File: config.mk
export PLATFORM = sky130hd
export DESIGN_NAME = nec_uart_packetizer_flat
export DESIGN_NICKNAME = d
export VERILOG_FILES = /design/src/rtl/nec_uart_packetizer_if.sv /design/src/rtl/nec_uart_packetizer.sv /design/src/flat_wrapper.sv
export SDC_FILE = /design/constraint.sdc
export NUM_CORES = 1
export LEC_CHECK = 0
export BUFFER_PORTS_ARGS = -buffer_cell sky130_fd_sc_hd__buf_2
export CORE_MARGIN = 5
export CORE_UTILIZATION = 48
export CTS_CLUSTER_SIZE = 30
export DETAILED_ROUTE_END_ITERATION = 8
export GPL_ROUTABILITY_DRIVEN = 0
export HOLD_SLACK_MARGIN = 0.06
export MAX_ROUTING_LAYER = met4
export PLACE_DENSITY = 0.79
export SLEW_MARGIN = 30
export SYNTH_ARGS = -nofsm -noshare
export SYNTH_HDL_FRONTEND = slang
export SYNTH_SLANG_ARGS = --single-unit
File: constraint.sdc
create_clock -name clk -period 3 [get_ports clk]
set_input_delay 0.15 -clock clk [delete_from_list [all_inputs] [get_ports clk]]
set_output_delay 0.15 -clock clk [all_outputs]
set_load 0.05 [all_outputs]
File: src/rtl/nec_uart_packetizer_if.sv
// nec_uart_packetizer_if
//   Bundles the packetizer's frame-input, UART-handshake and status signals.
//   Signal names keep their i_/o_ prefixes as seen from the packetizer itself.
//   Signals:
//     i_frame_valid  1-cycle strobe, i_frame holds a decoded NEC frame
//     i_frame[31:0]  [7:0]=addr [15:8]=~addr [23:16]=cmd [31:24]=~cmd
//     i_repeat       1-cycle strobe, NEC repeat code received
//     o_tx_valid     1-cycle strobe to the UART transmitter
//     o_tx_data[7:0] byte to the UART transmitter, held until the next strobe
//     i_tx_done      1-cycle strobe from the UART transmitter, byte finished
//     o_busy         packetizer not idle or FIFO not empty
//     o_bad_frame    1-cycle pulse, frame failed the inversion check
//     o_drop         1-cycle pulse, packet lost because the FIFO was full
//     o_timeout      1-cycle pulse, UART never acknowledged, packet abandoned
//   Modports:
//     master  the surrounding system (decoder + UART side)
//     slave   the packetizer
interface nec_uart_packetizer_if;
  logic        i_frame_valid;
  logic [31:0] i_frame;
  logic        i_repeat;
  logic        o_tx_valid;
  logic [7:0]  o_tx_data;
  logic        i_tx_done;
  logic        o_busy;
  logic        o_bad_frame;
  logic        o_drop;
  logic        o_timeout;

  modport master (
    output i_frame_valid, i_frame, i_repeat, i_tx_done,
    input  o_tx_valid, o_tx_data, o_busy, o_bad_frame, o_drop, o_timeout
  );

  modport slave (
    input  i_frame_valid, i_frame, i_repeat, i_tx_done,
    output o_tx_valid, o_tx_data, o_busy, o_bad_frame, o_drop, o_timeout
  );
endinterface

File: src/rtl/nec_uart_packetizer.sv
// nec_uart_packetizer
//   Sits between the NEC frame decoder and the UART transmitter. Each decoded
//   frame is checked (addr/~addr, cmd/~cmd), repeat codes replay the last good
//   frame, packets are queued in a small FIFO and sent one byte per UART
//   handshake (o_tx_valid -> i_tx_done).
//   Packet: HDR_BYTE, TYPE (0x01 frame / 0x02 repeat), ADDR, CMD [, CHK].
//   Build option: define NEC_PKT_CHECKSUM_EN to append CHK = TYPE^ADDR^CMD
//   (5-byte packets); otherwise packets are 4 bytes.
//   Ports:
//     clk  system clock
//     rst  asynchronous, active-high reset
//     bus  nec_uart_packetizer_if.slave (frame input, UART handshake, status)
//   Parameters:
//     FIFO_DEPTH   packet FIFO entries, power of 2, >= 2
//     HDR_BYTE     first byte of every packet
//     TIMEOUT_CYC  cycles waiting for i_tx_done before the packet is abandoned
module nec_uart_packetizer #(
  parameter int          FIFO_DEPTH  = 4,
  parameter logic [7:0]  HDR_BYTE    = 8'hA5,
  parameter int          TIMEOUT_CYC = 200000
) (
  input logic                  clk,
  input logic                  rst,
  nec_uart_packetizer_if.slave bus
);

  localparam int AW  = $clog2(FIFO_DEPTH);
  localparam int WDW = $clog2(TIMEOUT_CYC + 1);
  localparam logic [WDW-1:0] WD_LAST = WDW'(TIMEOUT_CYC - 1);

`ifdef NEC_PKT_CHECKSUM_EN
  localparam logic [2:0] LAST_IDX = 3'd4;
`else
  localparam logic [2:0] LAST_IDX = 3'd3;
`endif

  typedef struct packed {
    logic       is_rep;
    logic [7:0] addr;
    logic [7:0] cmd;
  } entry_t;

  typedef enum logic [1:0] {S_IDLE, S_SEND, S_WAIT} state_t;

  // Byte i of the packet described by e. Byte 0 is loaded straight from
  // HDR_BYTE when a packet is popped, the rest come from here.
  function automatic logic [7:0] pkt_byte(input entry_t e, input logic [2:0] i);
    logic [7:0] type_b;
    type_b = e.is_rep ? 8'h02 : 8'h01;
    case (i)
      3'd0:    pkt_byte = HDR_BYTE;
      3'd1:    pkt_byte = type_b;
      3'd2:    pkt_byte = e.addr;
      3'd3:    pkt_byte = e.cmd;
`ifdef NEC_PKT_CHECKSUM_EN
      3'd4:    pkt_byte = type_b ^ e.addr ^ e.cmd;
`endif
      default: pkt_byte = 8'h00;
    endcase
  endfunction

  // ---------------------------------------------------------------------------
  // Frame check and push request
  // ---------------------------------------------------------------------------
  logic [7:0] f_addr, f_naddr, f_cmd, f_ncmd;
  logic       frame_good;
  logic       push_req;
  entry_t     push_entry;

  logic       last_valid;
  logic [7:0] last_addr, last_cmd;

  assign f_addr  = bus.i_frame[7:0];
  assign f_naddr = bus.i_frame[15:8];
  assign f_cmd   = bus.i_frame[23:16];
  assign f_ncmd  = bus.i_frame[31:24];

  assign frame_good = ((f_addr ^ f_naddr) == 8'hFF) && ((f_cmd ^ f_ncmd) == 8'hFF);

  // A frame strobe always wins over a coincident repeat strobe.
  always_comb begin
    // NOTE: every output of a combinational block gets a default first, so no
    // path through it can leave a value held and infer a latch.
    push_req   = 1'b0;
    push_entry = '0;
    if (bus.i_frame_valid) begin
      push_req   = frame_good;
      push_entry = '{is_rep: 1'b0, addr: f_addr, cmd: f_cmd};
    end else if (bus.i_repeat && last_valid) begin
      push_req   = 1'b1;
      push_entry = '{is_rep: 1'b1, addr: last_addr, cmd: last_cmd};
    end
  end

  always_ff @(posedge clk or posedge rst) begin
    // NOTE: state is updated with non-blocking assignments so every register
    // samples pre-edge values regardless of statement order.
    if (rst) begin
      last_valid <= 1'b0;
      last_addr  <= 8'h00;
      last_cmd   <= 8'h00;
    end else if (bus.i_frame_valid && frame_good) begin
      last_valid <= 1'b1;
      last_addr  <= f_addr;
      last_cmd   <= f_cmd;
    end
  end

  // ---------------------------------------------------------------------------
  // Packet FIFO. Pointers carry one extra wrap bit to tell full from empty.
  // Fullness is judged on the registered pointers, so a pop in the same cycle
  // never makes room for a push.
  // ---------------------------------------------------------------------------
  entry_t        mem [FIFO_DEPTH];
  logic [AW:0]   wr_ptr, rd_ptr;
  logic          fifo_empty, fifo_full;
  logic          push_ok, pop;

  assign fifo_empty = (wr_ptr == rd_ptr);
  assign fifo_full  = (wr_ptr[AW] != rd_ptr[AW]) && (wr_ptr[AW-1:0] == rd_ptr[AW-1:0]);
  assign push_ok    = push_req && !fifo_full;

  // NOTE: the storage array has no reset; the pointers alone define which
  // entries are valid, so clearing the data would only cost logic.
  always_ff @(posedge clk) begin
    if (push_ok) mem[wr_ptr[AW-1:0]] <= push_entry;
  end

  always_ff @(posedge clk or posedge rst) begin
    if (rst) begin
      wr_ptr <= '0;
      rd_ptr <= '0;
    end else begin
      if (push_ok) wr_ptr <= wr_ptr + 1'b1;
      if (pop)     rd_ptr <= rd_ptr + 1'b1;
    end
  end

  // ---------------------------------------------------------------------------
  // Status pulses, one cycle after the offending input
  // ---------------------------------------------------------------------------
  logic bad_frame_q, drop_q;

  always_ff @(posedge clk or posedge rst) begin
    if (rst) begin
      bad_frame_q <= 1'b0;
      drop_q      <= 1'b0;
    end else begin
      bad_frame_q <= bus.i_frame_valid && !frame_good;
      drop_q      <= push_req && fifo_full;
    end
  end

  // ---------------------------------------------------------------------------
  // Transmit FSM
  // ---------------------------------------------------------------------------
  state_t         state, next_state;
  entry_t         cur;
  logic [2:0]     idx;
  logic [7:0]     tx_data_q;
  logic [WDW-1:0] wd;
  logic           wd_expired;

  assign wd_expired = (wd == WD_LAST);

  always_ff @(posedge clk or posedge rst) begin
    if (rst) state <= S_IDLE;
    else     state <= next_state;
  end

  always_comb begin
    next_state = state;
    case (state)
      S_IDLE: if (!fifo_empty) next_state = S_SEND;
      S_SEND: next_state = S_WAIT;
      S_WAIT: begin
        if (bus.i_tx_done)   next_state = (idx == LAST_IDX) ? S_IDLE : S_SEND;
        else if (wd_expired) next_state = S_IDLE;
      end
      default: next_state = S_IDLE;
    endcase
  end

  logic tx_valid, busy, timeout;

  always_comb begin
    tx_valid = (state == S_SEND);
    pop      = (state == S_IDLE) && !fifo_empty;
    busy     = (state != S_IDLE) || !fifo_empty;
    // i_tx_done in the expiry cycle still counts as an acknowledge.
    timeout  = (state == S_WAIT) && !bus.i_tx_done && wd_expired;
  end

  // Packet register, byte index, output byte and watchdog. o_tx_data is
  // loaded as the FSM enters SEND so it is valid together with the strobe
  // and holds until the next one.
  always_ff @(posedge clk or posedge rst) begin
    if (rst) begin
      cur       <= '0;
      idx       <= 3'd0;
      tx_data_q <= 8'h00;
      wd        <= '0;
    end else begin
      case (state)
        S_IDLE: begin
          if (!fifo_empty) begin
            cur       <= mem[rd_ptr[AW-1:0]];
            idx       <= 3'd0;
            tx_data_q <= HDR_BYTE;
          end
        end
        S_SEND: wd <= '0;
        S_WAIT: begin
          wd <= wd + 1'b1;
          if (bus.i_tx_done && idx != LAST_IDX) begin
            idx       <= idx + 3'd1;
            tx_data_q <= pkt_byte(cur, idx + 3'd1);
          end
        end
        default: ;
      endcase
    end
  end

  assign bus.o_tx_valid  = tx_valid;
  assign bus.o_tx_data   = tx_data_q;
  assign bus.o_busy      = busy;
  assign bus.o_bad_frame = bad_frame_q;
  assign bus.o_drop      = drop_q;
  assign bus.o_timeout   = timeout;

endmodule
File: src/flat_wrapper.sv
// flat-port wrapper written by rule: the top's interface ports become plain ports
module nec_uart_packetizer_flat 
#(
  parameter int          FIFO_DEPTH  = 4,
  parameter logic [7:0]  HDR_BYTE    = 8'hA5,
  parameter int          TIMEOUT_CYC = 200000
)
  (clk, rst, bus_i_frame_valid, bus_i_frame, bus_i_repeat, bus_i_tx_done, bus_o_tx_valid, bus_o_tx_data, bus_o_busy, bus_o_bad_frame, bus_o_drop, bus_o_timeout);
  nec_uart_packetizer_if bus_i ();
  input logic clk;
  input logic rst;
  input wire logic [$bits(bus_i.i_frame_valid)-1:0] bus_i_frame_valid;
  input wire logic [$bits(bus_i.i_frame)-1:0] bus_i_frame;
  input wire logic [$bits(bus_i.i_repeat)-1:0] bus_i_repeat;
  input wire logic [$bits(bus_i.i_tx_done)-1:0] bus_i_tx_done;
  output wire logic [$bits(bus_i.o_tx_valid)-1:0] bus_o_tx_valid;
  output wire logic [$bits(bus_i.o_tx_data)-1:0] bus_o_tx_data;
  output wire logic [$bits(bus_i.o_busy)-1:0] bus_o_busy;
  output wire logic [$bits(bus_i.o_bad_frame)-1:0] bus_o_bad_frame;
  output wire logic [$bits(bus_i.o_drop)-1:0] bus_o_drop;
  output wire logic [$bits(bus_i.o_timeout)-1:0] bus_o_timeout;
  assign bus_i.i_frame_valid = bus_i_frame_valid;
  assign bus_i.i_frame = bus_i_frame;
  assign bus_i.i_repeat = bus_i_repeat;
  assign bus_i.i_tx_done = bus_i_tx_done;
  assign bus_o_tx_valid = bus_i.o_tx_valid;
  assign bus_o_tx_data = bus_i.o_tx_data;
  assign bus_o_busy = bus_i.o_busy;
  assign bus_o_bad_frame = bus_i.o_bad_frame;
  assign bus_o_drop = bus_i.o_drop;
  assign bus_o_timeout = bus_i.o_timeout;
  nec_uart_packetizer #(.FIFO_DEPTH(FIFO_DEPTH), .HDR_BYTE(HDR_BYTE), .TIMEOUT_CYC(TIMEOUT_CYC)) u_core (.clk(clk), .rst(rst), .bus(bus_i));
endmodule
==> results.json <==
{
  "totalWireLength_um": 12500,
  "maxCapViolations": 0,
  "setup-violations-final": 0,
  "gr-max-usage-layer": "met2",
  "coreArea_um2": 12700,
  "met1_usage": 0.224,
  "grt_pass1_vias": 4224,
  "antenna_found_initial": 0,
  "internal_power_mw": 4.30,
  "pwr-share-seq": 0.385,
  "worstHoldStart": "bus_i_tx_done",
  "arrival_ns": 2.61,
  "route.vias.total": 3875,
  "fin_tns_setup_ns": 0,
  "yosys-top-cells-area": "edfxtp_1 (33%), dfrtp_1 (29%), mux4_2 (6.1%), mux2_1 (5.4%), xnor2_1 (3.3%)",
  "slew_headroom": 0.449,
  "wl_per_cell_um": 17.7,
  "endpoint_kind": "primary output",
  "portBuffers": 49,
  "synth_edf_count": 68,
  "setup_ws_ns": 0.240,
  "clk_latency_ns": 0.42,
  "dp_hpwl_um": 8330,
  "die_h_um": 124,
  "synth_commonest_cells": "dfrtp_1 (73), edfxtp_1 (68), mux2_1 (30)",
  "r2r-start": "u_core.state[1]",
  "placed_cells": 655,
  "yosysTopAreaCellShare": 0.325,
  "netlist_area_um2": 6280,
  "power_frac_clock": 0.338,
  "cts-root-buf": "clkbuf_16",
  "rows": 41,
  "power.switching_mw": 1.94,
  "worstPathMaxFanout": 4,
  "max_freq_mhz": 362,
  "outcome": "complete, no violations",
  "cts_made_buffers": 17,
  "grt_overflow": 0,
  "drc": 0,
  "required_ns": 2.85,
  "powerDensity_nw_per_um2": 828,
  "r2r_end": "u_core.wd[14]",
  "r2r_slack_ns": 0.60,
  "min_to": "u_core.state[0]",
  "drt_iter0_markers": 310,
  "ys_ff_latch": 141,
  "min_period_over_period": 0.920,
  "die_x_um": 124,
  "swShare": 0.311,
  "p_total_mw": 6.23,
  "path_clk_slew_ns": 0.06,
  "ys_types": 50,
  "combPwrFrac": 0.277,
  "dieArea_um2": 15500,
  "worst_hold_path.num_cells": 3,
  "design_area_um2": 7530,
  "post-route-util": 0.592,
  "synthCells": 440,
  "final_max_slew_viol_count": 0,
  "dp_slack_ns": 0.633,
  "layout_min_cycle_time_ns": 2.76,
  "htreeDepth": 4,
  "cts_buffer_depth": 2,
  "vias_per_cell": 5.50,
  "grt_max_degree": 30,
  "r2r_cells": 7,
  "final_cells": 704,
  "synth_fp_nets": 493,
  "cts_tree": "yes",
  "synth_area_per_cell_um2": 14.3,
  "use_met2": 0.271,
  "synth_flop_cell": "dfrtp_1",
  "track_usage": 0.173,
  "post-synth-top-count-cell": "dfrtp_1",
  "hp-class": "in2reg",
  "grt_setup_unrepaired": "no",
  "io_pins": 50,
  "nFillCells": 983,
  "vdd_drop_max_mv": 0.429,
  "whs_ns": 0.133,
  "grtUsageMet3": 0.0425,
  "fin_skew_ns": 0.0121,
  "synth-async-reset-ratio": 0.518,
  "p_leak_nw": 3.04,
  "ys_seq_area_frac": 0.616,
  "startpoint_type": "flop",
  "n_antenna_cell": 0,
  "layout.nets": 572,
  "postRouteAntennaNets": 0,
  "ys.warnings.count": 0,
  "final_hold_viol_count": 0,
  "yosysTopAreaCell": "edfxtp_1",
  "initial_core_util": 0.494,
  "drive_gt1_frac": 0.231,
  "grt_pass1_wl_um": 20900,
  "syn_to_final_growth_pct": 19.9,
  "postPlaceCellArea_um2": 6760,
  "dr.pass1.iters": 4,
  "tightest_slew_ns": 0.825,
  "crit_type": "reg2out",
  "clock-sinks": 141
}
critical path, stage by stage (launching register included):
cell and delay [ns]:
dfrtp_1 0.41, or4b_1 0.55, or4_4 0.44, nor4_4 0.27, nor3b_1 0.23, buf_2 0.30
power by group through the flow:
| stage | clock network, mW | registers, mW | logic [mW] |
|---|---|---|---|
| 6_report | 2.11 | 2.40 | 1.72 |
| 5_1_grt | 2.24 | 2.43 | 1.89 |
| 4_1_cts | 2.14 | 2.40 | 1.74 |
| 3_5_place_dp | 0 | 2.44 | 1.71 |
| 3_3_place_gp | 0 | 2.42 | 1.65 |
| 2_1_floorplan | 0 | 2.52 | 1.21 |
per-layer routing:
layer,vias to the layer above,share of wire
li1,1806,-
met1,1932,0.45
met2,116,0.49
met3,21,0.052
met4,0,0.014
met5,-,0
cell usage in the layout (no fill, tap or decap), types with 4 or more instances in the layout:
master         count
a21oi_1           12
a22o_1            17
and3_1             4
buf_2             49
buf_4             12
clkbuf_16         17
dfrtp_1           73
dlygate4sd3_1     17
edfxtp_1          68
ha_1              16
inv_1             14
inv_2              4
mux2_1            30
mux2_2             5
mux2i_1            4
mux4_2            17
nand2_1           27
nand3_1           11
nand4_1            5
nor2_1            20
nor2b_1            4
nor4_1             5
o21ai_0            4
o21ai_1            6
o31ai_1            6
xnor2_1           24
xor2_1             7
flip-flops by register name (all words and copies together) (netlist names):
| signal | flops |
|---|---|
| u_core.rd_ptr | 3 |
| u_core.last_cmd | 8 |
| u_core.wr_ptr | 3 |
| u_core.idx | 3 |
| u_core.state | 2 |
| u_core.bus.o_tx_data | 8 |
| u_core.bus.o_bad_frame | 1 |
| u_core.bus.o_drop | 1 |
| u_core.mem | 68 |
| u_core.last_addr | 8 |
| u_core.wd | 18 |
| u_core.cur | 17 |
| u_core.last_valid | 1 |
final cells by class:
class	count	area (um^2)	area share
sequential	141	3870	0.514
multi-input combinational	263	2270	0.302
timing repair buffer	78	505	0.0671
clock buffer	20	437	0.0580
tap	172	215	0.0286
clock inverter	12	164	0.0218
inverter	18	67.6	0.00897
timing repair:
action	in CTS	in global routing
hold buffers	17	0
setup buffers	0	0
endpoints found under the hold margin	38	0
gates resized for setup	0	0
worst max-delay path by stage:
stage                     from             to  slack [ns]  cells past startpoint
2_1_floorplan    u_core.wd[13]  bus_o_timeout         0.1                      4
3_3_place_gp     u_core.wd[13]  bus_o_timeout        0.76                      5
3_5_place_dp   u_core.state[0]  u_core.wd[14]        0.63                      7
4_1_cts          u_core.wd[13]  bus_o_timeout        0.22                      5
5_1_grt          u_core.wd[13]  bus_o_timeout        0.15                      5
6_report         u_core.wd[13]  bus_o_timeout        0.24                      5
cells by family (layout without fill, tap and decap cells):
family          count (synthesis)  count (layout)  synth area share
buf+inv                        36             128            0.0227
flops                         141             141             0.616
xor+xnor                       31              31            0.0432
fa+ha+maj                      16              16            0.0319
simple gates                   98              98            0.0841
mux                            57              57             0.132
compound gates                 61              61            0.0697
No activity file was read; power rests on OpenSTA's default activity.
